**config.mk**
```make
export PLATFORM = sky130hd
export DESIGN_NAME = mano_ctrl_seq
export DESIGN_NICKNAME = d
export VERILOG_FILES = /design/src/rtl/mano_ctrl_seq.sv
export SDC_FILE = /design/constraint.sdc
export NUM_CORES = 1
export LEC_CHECK = 0
export CELL_PAD_IN_SITES_DETAIL_PLACEMENT = 0
export CELL_PAD_IN_SITES_GLOBAL_PLACEMENT = 2
export CORE_ASPECT_RATIO = 1.5
export CORE_MARGIN = 2
export CORE_UTILIZATION = 19
export DETAILED_ROUTE_END_ITERATION = 10
export HOLD_SLACK_MARGIN = 0.05
export PLACE_DENSITY = 0.89
export SLEW_MARGIN = 25
export SYNTH_ARGS = -nofsm -noshare
export SYNTH_HDL_FRONTEND = slang
export SYNTH_SLANG_ARGS = --single-unit
```
**constraint.sdc**
```tcl
create_clock -name CLK -period 2.1 [get_ports CLK]
set_input_delay 0.42 -clock CLK [delete_from_list [all_inputs] [get_ports CLK]]
set_output_delay 0.42 -clock CLK [all_outputs]
set_load 0.03 [all_outputs]
```
**src/rtl/mano_ctrl_seq.sv**
```systemverilog
// Control sequencer for the Mano basic computer: sequence counter, run flip-flop,
// latched opcode decode and the per-timing-slot datapath strobes.
module mano_ctrl_seq #(
  parameter int unsigned SC_W = 3
) (
  input  logic                 CLK,
  input  logic                 RST,
  input  logic                 START,
  input  logic [2:0]           IR_OP,
  input  logic                 IR_I,
  input  logic [11:0]          IR_B,
  input  logic                 DR_ZERO,
  input  logic                 AC_ZERO,
  output logic [2**SC_W-1:0]   T,
  output logic [7:0]           D,
  output logic                 RUN,
  output logic                 AR_LD,
  output logic                 AR_INC,
  output logic                 PC_LD,
  output logic                 PC_INC,
  output logic                 DR_LD,
  output logic                 DR_INC,
  output logic                 AC_LD,
  output logic                 AC_INC,
  output logic                 AC_CLR,
  output logic                 IR_LD,
  output logic                 MEM_RD,
  output logic                 MEM_WR,
  output logic [2:0]           BUS_SEL,
  output logic [1:0]           ALU_OP,
  output logic                 SEQ_ERR
);

  localparam int unsigned T_W = 2**SC_W;

  logic [SC_W-1:0] r_sc;
  logic            r_s;
  logic [2:0]      r_opc;
  logic            r_i;
  logic            r_seq_err;

  logic            w_sc_clr;
  logic            w_hlt;
  logic            w_unused_b;

  // Register-reference bits other than CLA/INC/SZA/HLT are no-ops here
  assign w_unused_b = ^{IR_B[10:6], IR_B[4:3], IR_B[1]};

  assign T       = T_W'(1) << r_sc;
  assign D       = 8'(1) << r_opc;
  assign RUN     = r_s;
  assign SEQ_ERR = r_seq_err;

  // Strobe decode per timing slot; everything is gated by the run flip-flop
  always_comb begin
    AR_LD    = 1'b0;
    AR_INC   = 1'b0;
    PC_LD    = 1'b0;
    PC_INC   = 1'b0;
    DR_LD    = 1'b0;
    DR_INC   = 1'b0;
    AC_LD    = 1'b0;
    AC_INC   = 1'b0;
    AC_CLR   = 1'b0;
    IR_LD    = 1'b0;
    MEM_RD   = 1'b0;
    MEM_WR   = 1'b0;
    BUS_SEL  = 3'd0;
    ALU_OP   = 2'd0;
    w_sc_clr = 1'b0;
    w_hlt    = 1'b0;
    if (r_s) begin
      case (r_sc)
        SC_W'(0): begin
          BUS_SEL = 3'd2;
          AR_LD   = 1'b1;
        end
        SC_W'(1): begin
          BUS_SEL = 3'd7;
          MEM_RD  = 1'b1;
          IR_LD   = 1'b1;
          PC_INC  = 1'b1;
        end
        SC_W'(2): begin
          BUS_SEL = 3'd5;
          AR_LD   = 1'b1;
        end
        SC_W'(3): begin
          if (r_opc == 3'd7) begin
            w_sc_clr = 1'b1;
            if (!r_i) begin
              AC_CLR = IR_B[11];
              AC_INC = IR_B[5];
              PC_INC = IR_B[2] & AC_ZERO;
              w_hlt  = IR_B[0];
            end
          end else if (r_i) begin
            BUS_SEL = 3'd7;
            MEM_RD  = 1'b1;
            AR_LD   = 1'b1;
          end
        end
        SC_W'(4): begin
          case (r_opc)
            3'd0, 3'd1, 3'd2, 3'd6: begin
              BUS_SEL = 3'd7;
              MEM_RD  = 1'b1;
              DR_LD   = 1'b1;
            end
            3'd3: begin
              BUS_SEL  = 3'd4;
              MEM_WR   = 1'b1;
              w_sc_clr = 1'b1;
            end
            3'd4: begin
              BUS_SEL  = 3'd1;
              PC_LD    = 1'b1;
              w_sc_clr = 1'b1;
            end
            3'd5: begin
              BUS_SEL = 3'd2;
              MEM_WR  = 1'b1;
              AR_INC  = 1'b1;
            end
            default: ;
          endcase
        end
        SC_W'(5): begin
          case (r_opc)
            3'd0, 3'd1, 3'd2: begin
              AC_LD    = 1'b1;
              ALU_OP   = r_opc[1:0] + 2'd1;
              w_sc_clr = 1'b1;
            end
            3'd5: begin
              BUS_SEL  = 3'd1;
              PC_LD    = 1'b1;
              w_sc_clr = 1'b1;
            end
            3'd6: DR_INC = 1'b1;
            default: ;
          endcase
        end
        SC_W'(6): begin
          if (r_opc == 3'd6) begin
            BUS_SEL  = 3'd3;
            MEM_WR   = 1'b1;
            PC_INC   = DR_ZERO;
            w_sc_clr = 1'b1;
          end
        end
        default: ;
      endcase
    end
  end

  // Sequence counter, run flip-flop, opcode latch and sticky wrap fault
  always_ff @(posedge CLK or posedge RST) begin
    if (RST) begin
      r_sc      <= '0;
      r_s       <= 1'b0;
      r_opc     <= 3'd0;
      r_i       <= 1'b0;
      r_seq_err <= 1'b0;
    end else begin
      if (r_s) begin
        r_sc <= w_sc_clr ? '0 : r_sc + SC_W'(1);
      end else begin
        r_sc <= '0;
      end
      if (w_hlt) begin
        r_s <= 1'b0;
      end else if (START) begin
        r_s <= 1'b1;
      end
      if (r_s && (r_sc == SC_W'(2))) begin
        r_opc <= IR_OP;
        r_i   <= IR_I;
      end
      if (r_s && !w_sc_clr && (r_sc == '1)) begin
        r_seq_err <= 1'b1;
      end
    end
  end

endmodule

```
==> impl_metrics.toml <==
[global_routing]
grt_first_pass_wirelength_um = 4581
grt_pass1_vias = 992
antenna_found_initial = 0
grt_max_degree = 13
overflow = 0
globalRouteTotalUtil_pct = 11.51

[setup_path]
crit_chain = "buf_6 > ha_4 > o41ai_4 > buf_4 > a41oi_2 > buf_6"
worstSetupStartpointType = "flop"
cp_slowest_cell = "dfrtp_1"
worstSetupPathType = "reg2out"
crit_path_end_kind = "primary output"
critPathTopFamily = "buffers and inverters"
cp.arrival_ns = 1.75
crit_path_max_fanout = 6
cp_num_buf_inv = 3
cpMostUsedCell = "buf_6"
slowest_delay_ns = 0.43
critPathRequiredTime_ns = 1.68

[place]
preCtsSetupSlack_ns = 0.01759
numPortBuffers = 47
post-dp-hpwl_um = 2397
place.gp.congestion = 0.7665

[finish]
fin_util_pct = 38.39
num_antenna_cells = 0
final_nets = 207
drive_gt1_share_pct = 49.14
fillCellCount = 523
syn_to_final_growth_pct = 97.82

[sta]
rsz0062_at_grt = "yes"
drv_slew = 0
timing.fmax_mhz = 460.0
max_slew.worst_pin.slew_ns = 0.4319
period_share_pct = 103.5
max-slew-margin-rel_pct = 71.16
finalHoldViolCount = 0
fin_crit_ns = 2.174
fin_ws_ns = -0.07408
setup_viol = 4
fin_hold_ws_ns = 0.4648
fin_skew_ns = 0.0004877

[die]
rows = 31
io_pins = 56
dieWidth_um = 60.77
core_um2 = 4732
initial_core_util_pct = 19.41
die_height_um = 89.15
dieArea_um2 = 5417

[yosys]
synth_xor_area_share_pct = 0
yosys.area_share.simple_pct = 27.93
synth_seq_cells = 9
synthTopCellsByArea = "dfrtp_1 25%, ha_1 14%, and2_1 8.9%"
synth_compound_area_share_pct = 19.75
syn-cell-area_um2 = 918.4
syn_nets = 138
synth_top_area_cell = "dfrtp_1"
synthMuxAreaShare_pct = 6.403
yosys_warnings = 0
netlist.area_leader.share_pct = 24.52
ys_types = 36
synthAdderAreaFrac_pct = 13.62
syn_avg_cell_area_um2 = 8.583
yosysSeqAreaShare_pct = 24.52
synth_cells = 107
synth_top_family_by_area = "simple AND/OR/NAND/NOR gates"

[clock_network]
ctsLongestPathBuffers = 2
clk_pin_slew_ns = 0.04
clock_sinks = 9
cts_root_buf = "clkbuf_8"
numCtsBuffers = 3
clk_latency_ns = 0.23
cts_tree = "done"
htreeDepth = 1
holdBufCountCts = 0

[route]
drc_errors = 0
drt_iter0_drc = 10
post_drt_wl_per_cell_um = 13.15
vias_per_cell = 4.220
vias = 1017
ant_nets = 0
wirelength_um = 3168
dr.pass1.iters = 4

[power]
power_density_nw_per_um2 = 1761
power.leakage_nw = 0.8405
finalPower_mw = 3.199
ir_worst_vdd_mv = 0.5938

[flow_run]
maxCapViolations = 0

[hold_path]
hp-class = "in2async"

[outcome]
status = "finished, violations left"
failed_checks = "negative setup slack"
-- layout by cell type, fill, tap and decap left out, types with 2 or more instances in the layout --
master           synthesis  layout
dfrtp_1                  9       7
ha_2                     0       2
buf_4                    0      34
nor2_1                   3       3
nand2_2                  0       2
o21a_1                   2       2
ha_4                     0       6
and3_1                   3       2
nor2b_1                  7       2
dfrtp_2                  0       2
clkbuf_8                 0       3
inv_2                    1       4
a21o_1                   2       2
ha_1                    10       2
dlygate4sd2_1            0       9
nand2_1                 11       8
a21oi_2                  1       2
inv_1                   11       7
and2_4                   0       3
mux2_1                   4       4
nor2b_4                  0       4
and2_1                  13      10
buf_6                    1      10
nor3_1                   3       2
o31a_1                   3       3
clkdlybuf4s50_1          0      14
-- Yosys cell counts (all sizes together) --
master    n
a31o      1
o311ai    1
inv      12
ha       10
and2b     1
nor3b     1
a21oi     3
o22ai     1
nor2b     7
a31oi     1
and2     13
nand3     1
and4b     1
o21ai     1
o31a      3
and3      3
nand2    11
o21a      2
mux2      4
a311oi    1
a41oi     1
o31ai     1
nand4     1
nand4b    1
mux2i     1
nor3      3
a2bb2oi   1
a21o      2
nor2      3
o41ai     1
dfrtp     9
o2bb2ai   1
buf       4
-- state kept, by name, indices dropped and copies added (netlist names) --
signal   count
r_opc        3
r_sc         3
RUN          1
SEQ_ERR      1
r_i          1
-- power by group --
group	internal [mW]	switching, mW
clock	0.132	0.0706
combinational	1.22	1.41
sequential	0.259	0.107
-- metrics by stage --
stage	setup TNS, ns	cells	area (um2)
CTS	-0.6367	235	1665
floorplan	-0.002716	107	977.2
finish	-0.1821	241	1817
global placement	0	226	1519
global route	-0.7738	241	1817
detailed placement	0	226	1519
-- kinds of logic (layout without fill, tap and decap cells) --
family	Yosys count	in the layout
compound gates	21	21
buf+inv	16	84
mux	5	5
simple gates	46	46
flops	9	9
fa+ha+maj	10	10
-- area by class of cell --
| type | instances | area [um2] | area share (%) |
|---|---|---|---|
| sequential | 9 | 227.7 | 12.53 |
| multi-input combinational | 82 | 807.0 | 44.42 |
| clock buffer | 4 | 45.04 | 2.479 |
| inverter | 12 | 47.55 | 2.617 |
| tap | 66 | 82.58 | 4.545 |
| timing repair buffer | 68 | 606.8 | 33.40 |
-- metal layers --
metal | routed length (um) | up-vias | share of wire (%) | GRT usage (%)
met5 | 0 | - | 0 | 0
li1 | - | 504 | - | -
met1 | 1144 | 480 | 36 | 12.27
met2 | 1842 | 27 | 58 | 21.51
met3 | 113 | 6 | 3.6 | 1.013
met4 | 68 | 0 | 2.1 | 6.126
-- worst paths after layout --
path | endpoint | slack, ns | depth (start not counted) | start
min in group CLK | SEQ_ERR$_DFFE_PP0P_ | 0.48 | 2 | SEQ_ERR$_DFFE_PP0P_
worst min register to register | SEQ_ERR$_DFFE_PP0P_ | 0.48 | 2 | SEQ_ERR$_DFFE_PP0P_
max in group asynchronous | r_opc[1]$_DFFE_PP0P_ | 1.34 | 2 | RST
worst max-delay path | BUS_SEL[0] | -0.07 | 6 | r_sc[1]$_DFF_PP0_
worst min-delay path | r_i$_DFFE_PP0P_ | 0.46 | 2 | RST
worst max register to register | SEQ_ERR$_DFFE_PP0P_ | 0.43 | 7 | r_sc[0]$_DFF_PP0_
-- timing repair --
| item | CTS | global route |
|---|---|---|
| setup buffers | 5 | 6 |
| pin swaps | 4 | 11 |
| setup endpoints to repair | 22 | 15 |
| resized for setup | 27 | 25 |
Power figures use the tool's default switching activity.
==> RTL edit (same flow settings) <==
The parameter `SC_W` goes from 3 to 4.
--- a/src/rtl/mano_ctrl_seq.sv
+++ b/src/rtl/mano_ctrl_seq.sv
@@ -3,3 +3,3 @@
 module mano_ctrl_seq #(
-  parameter int unsigned SC_W = 3
+  parameter int unsigned SC_W = 4
 ) (
Interface: changed (resized T); port bits go from 56 to 64. The function was not compared with the original's and may differ.
==> RTL edit against the unedited design <==
  * The flow still finishes with violations (setup timing)
  * Setup slack worse by 0.12 ns
  * Via count up 23%
  * Hold slack worse by 0.0032 ns
  * Cell count increased by 21%
  * Utilization up 5.2 points
  * Register-to-register slack worse by 0.17 ns
  * Sequential share of layout area down 1.3 points
  * Area after synthesis increased by 12%
  * Routed wire length grew 13%
  * First-iteration DRC count is 60% higher
  * Cell area rose by 24%
  * Largest power group unchanged
  * Power up 5.5%
  * Clock power decreased by 6%
  * Sequential cell count up 1
==> RTL edit: results (changes against the unedited design) <==
----------------------------------------------------
[Status]
  Outcome ... complete, but fails checks (unchanged)
  Violated checks ... setup timing (unchanged)

[GRT]
  Largest net degree at the start of global routing ... 19 (was 13)
  Wire length of the first global-routing pass ... 5570 um (was 4580 um)

[Synthesis]
  Synth Instances ... 123 (was 107)
  Share of synthesized cell area in full adder, half adder and majority cells ... 12.2% (was 13.6%)
  Synth Area in Compound Gates ... 14.7% (was 19.8%)
  Post-synth design cell area ... 0.00102 mm^2 (was 918 um^2)
  Biggest area contributors in the synthesized netlist ... sky130_fd_sc_hd__dfrtp_1, sky130_fd_sc_hd__ha_1, sky130_fd_sc_hd__and2_1 (unchanged)
  Sequential-to-total area share from yosys stat ... 24.4% (was 24.5%)
  Fraction of synthesized area in multiplexers ... 4.15% (was 6.40%)
  Number of nets produced by synthesis ... 154 (was 138)

[Critical path]
  Worst Path Arrival ... 1.88 ns (was 1.75 ns)
  CP peak stage delay ... 0.39 ns (was 0.43 ns)
  Cell depth of the worst flop-to-flop path ... 9 (was 7)
  R2R Path End ... r_sc[0]$_DFF_PP0_ (was SEQ_ERR$_DFFE_PP0P_)
  Reg-to-reg setup timing slack ... 0.26 ns (was 0.43 ns)

[Routing]
  Post-DR vias/cell ... 4.28 (was 4.22)
  Average routed wire per standard cell ... 12.2 um (was 13.1 um)
  First-iteration detailed-routing DRC count ... 16 (was 10)
  Via count ... 1249 (was 1017)

[Timing]
  Relative slew slack ... 74.8% (was 71.2%)
  Setup Viol. Count Final ... 13 (was 4)
  Setup ws final ... -0.197 ns (was -0.0741 ns)
  Post-route clock skew ... 0.00302 ns (was 0.000488 ns)

[Pwr]
  Worst vdd ir ... 619 uV (was 594 uV)
  Switching power summed over all nets ... 1600 uW (was 1590 uW)

[Finish]
  Nets ... 257 (was 207)
  Largest registers ranked by flip-flop count ... r_sc: 4 flops, r_opc: 3 flops (was r_opc: 3 flops, r_sc: 3 flops)
  Fraction of layout cells with a size suffix above 1 ... 59.8% (was 49.1%)

[Placed design]
  Minimum setup slack after placement ... -0.463 ns (was 0.0176 ns)

----------------------------------------------------
[RTL edit: cell types whose count changed after synthesis, moves of 4 or more]
cell and delta:
sky130_fd_sc_hd__nand2_1 -5, sky130_fd_sc_hd__o21ai_0 +6, sky130_fd_sc_hd__nor2_1 +4, sky130_fd_sc_hd__clkbuf_1 +6
sky130_fd_sc_hd__and3_1 +7
[RTL edit: cell type report]
type,count,area share [%]
Clock buffer,3,1.83
Inverter,9,1.83
Multi-Input combinational cell,95,40.4
Sequential cell,10,11.2
Tap cell,68,3.78
Timing Repair Buffer,107,40.9
[RTL edit: critical path, delay by kind of cell, from the launching register on]
kind | cells | cell delay [ns]
AO/OA/AOI/OAI | 2 | 0.50
AND/OR/NAND/NOR | 2 | 0.36
adder cells (fa/ha/maj) | 1 | 0.16
buffers and inverters | 2 | 0.23
flip-flops | 1 | 0.39
[RTL edit: how the worst max path moves through the flow]
| stage | start | to | slack [ns] |
|---|---|---|---|
| after floorplan | r_opc[0]$_DFFE_PP0P_ | ALU_OP[1] | -0.05 |
| after global placement | r_sc[0]$_DFF_PP0_ | BUS_SEL[0] | -0.43 |
| after detailed placement | r_sc[0]$_DFF_PP0_ | BUS_SEL[0] | -0.46 |
| after CTS | r_sc[0]$_DFF_PP0_ | BUS_SEL[1] | -0.23 |
| after global routing | r_sc[0]$_DFF_PP0_ | BUS_SEL[1] | -0.25 |
| final | r_sc[0]$_DFF_PP0_ | BUS_SEL[1] | -0.20 |
[RTL edit: what timing repair did]
action,4_1_cts,5_1_grt
hold buffers,0,0
endpoints found under the setup margin,26,21
pin swaps,14,7
setup buffers,11,4
resized for setup,69,36
[RTL edit: metal layers]
layer,global-route usage [%],up-vias,routed length (um)
li1,-,623,-
met1,11.6,589,1320
met2,23.1,29,2050
met3,2.40,8,134
met4,4.89,0,64
met5,0,-,0
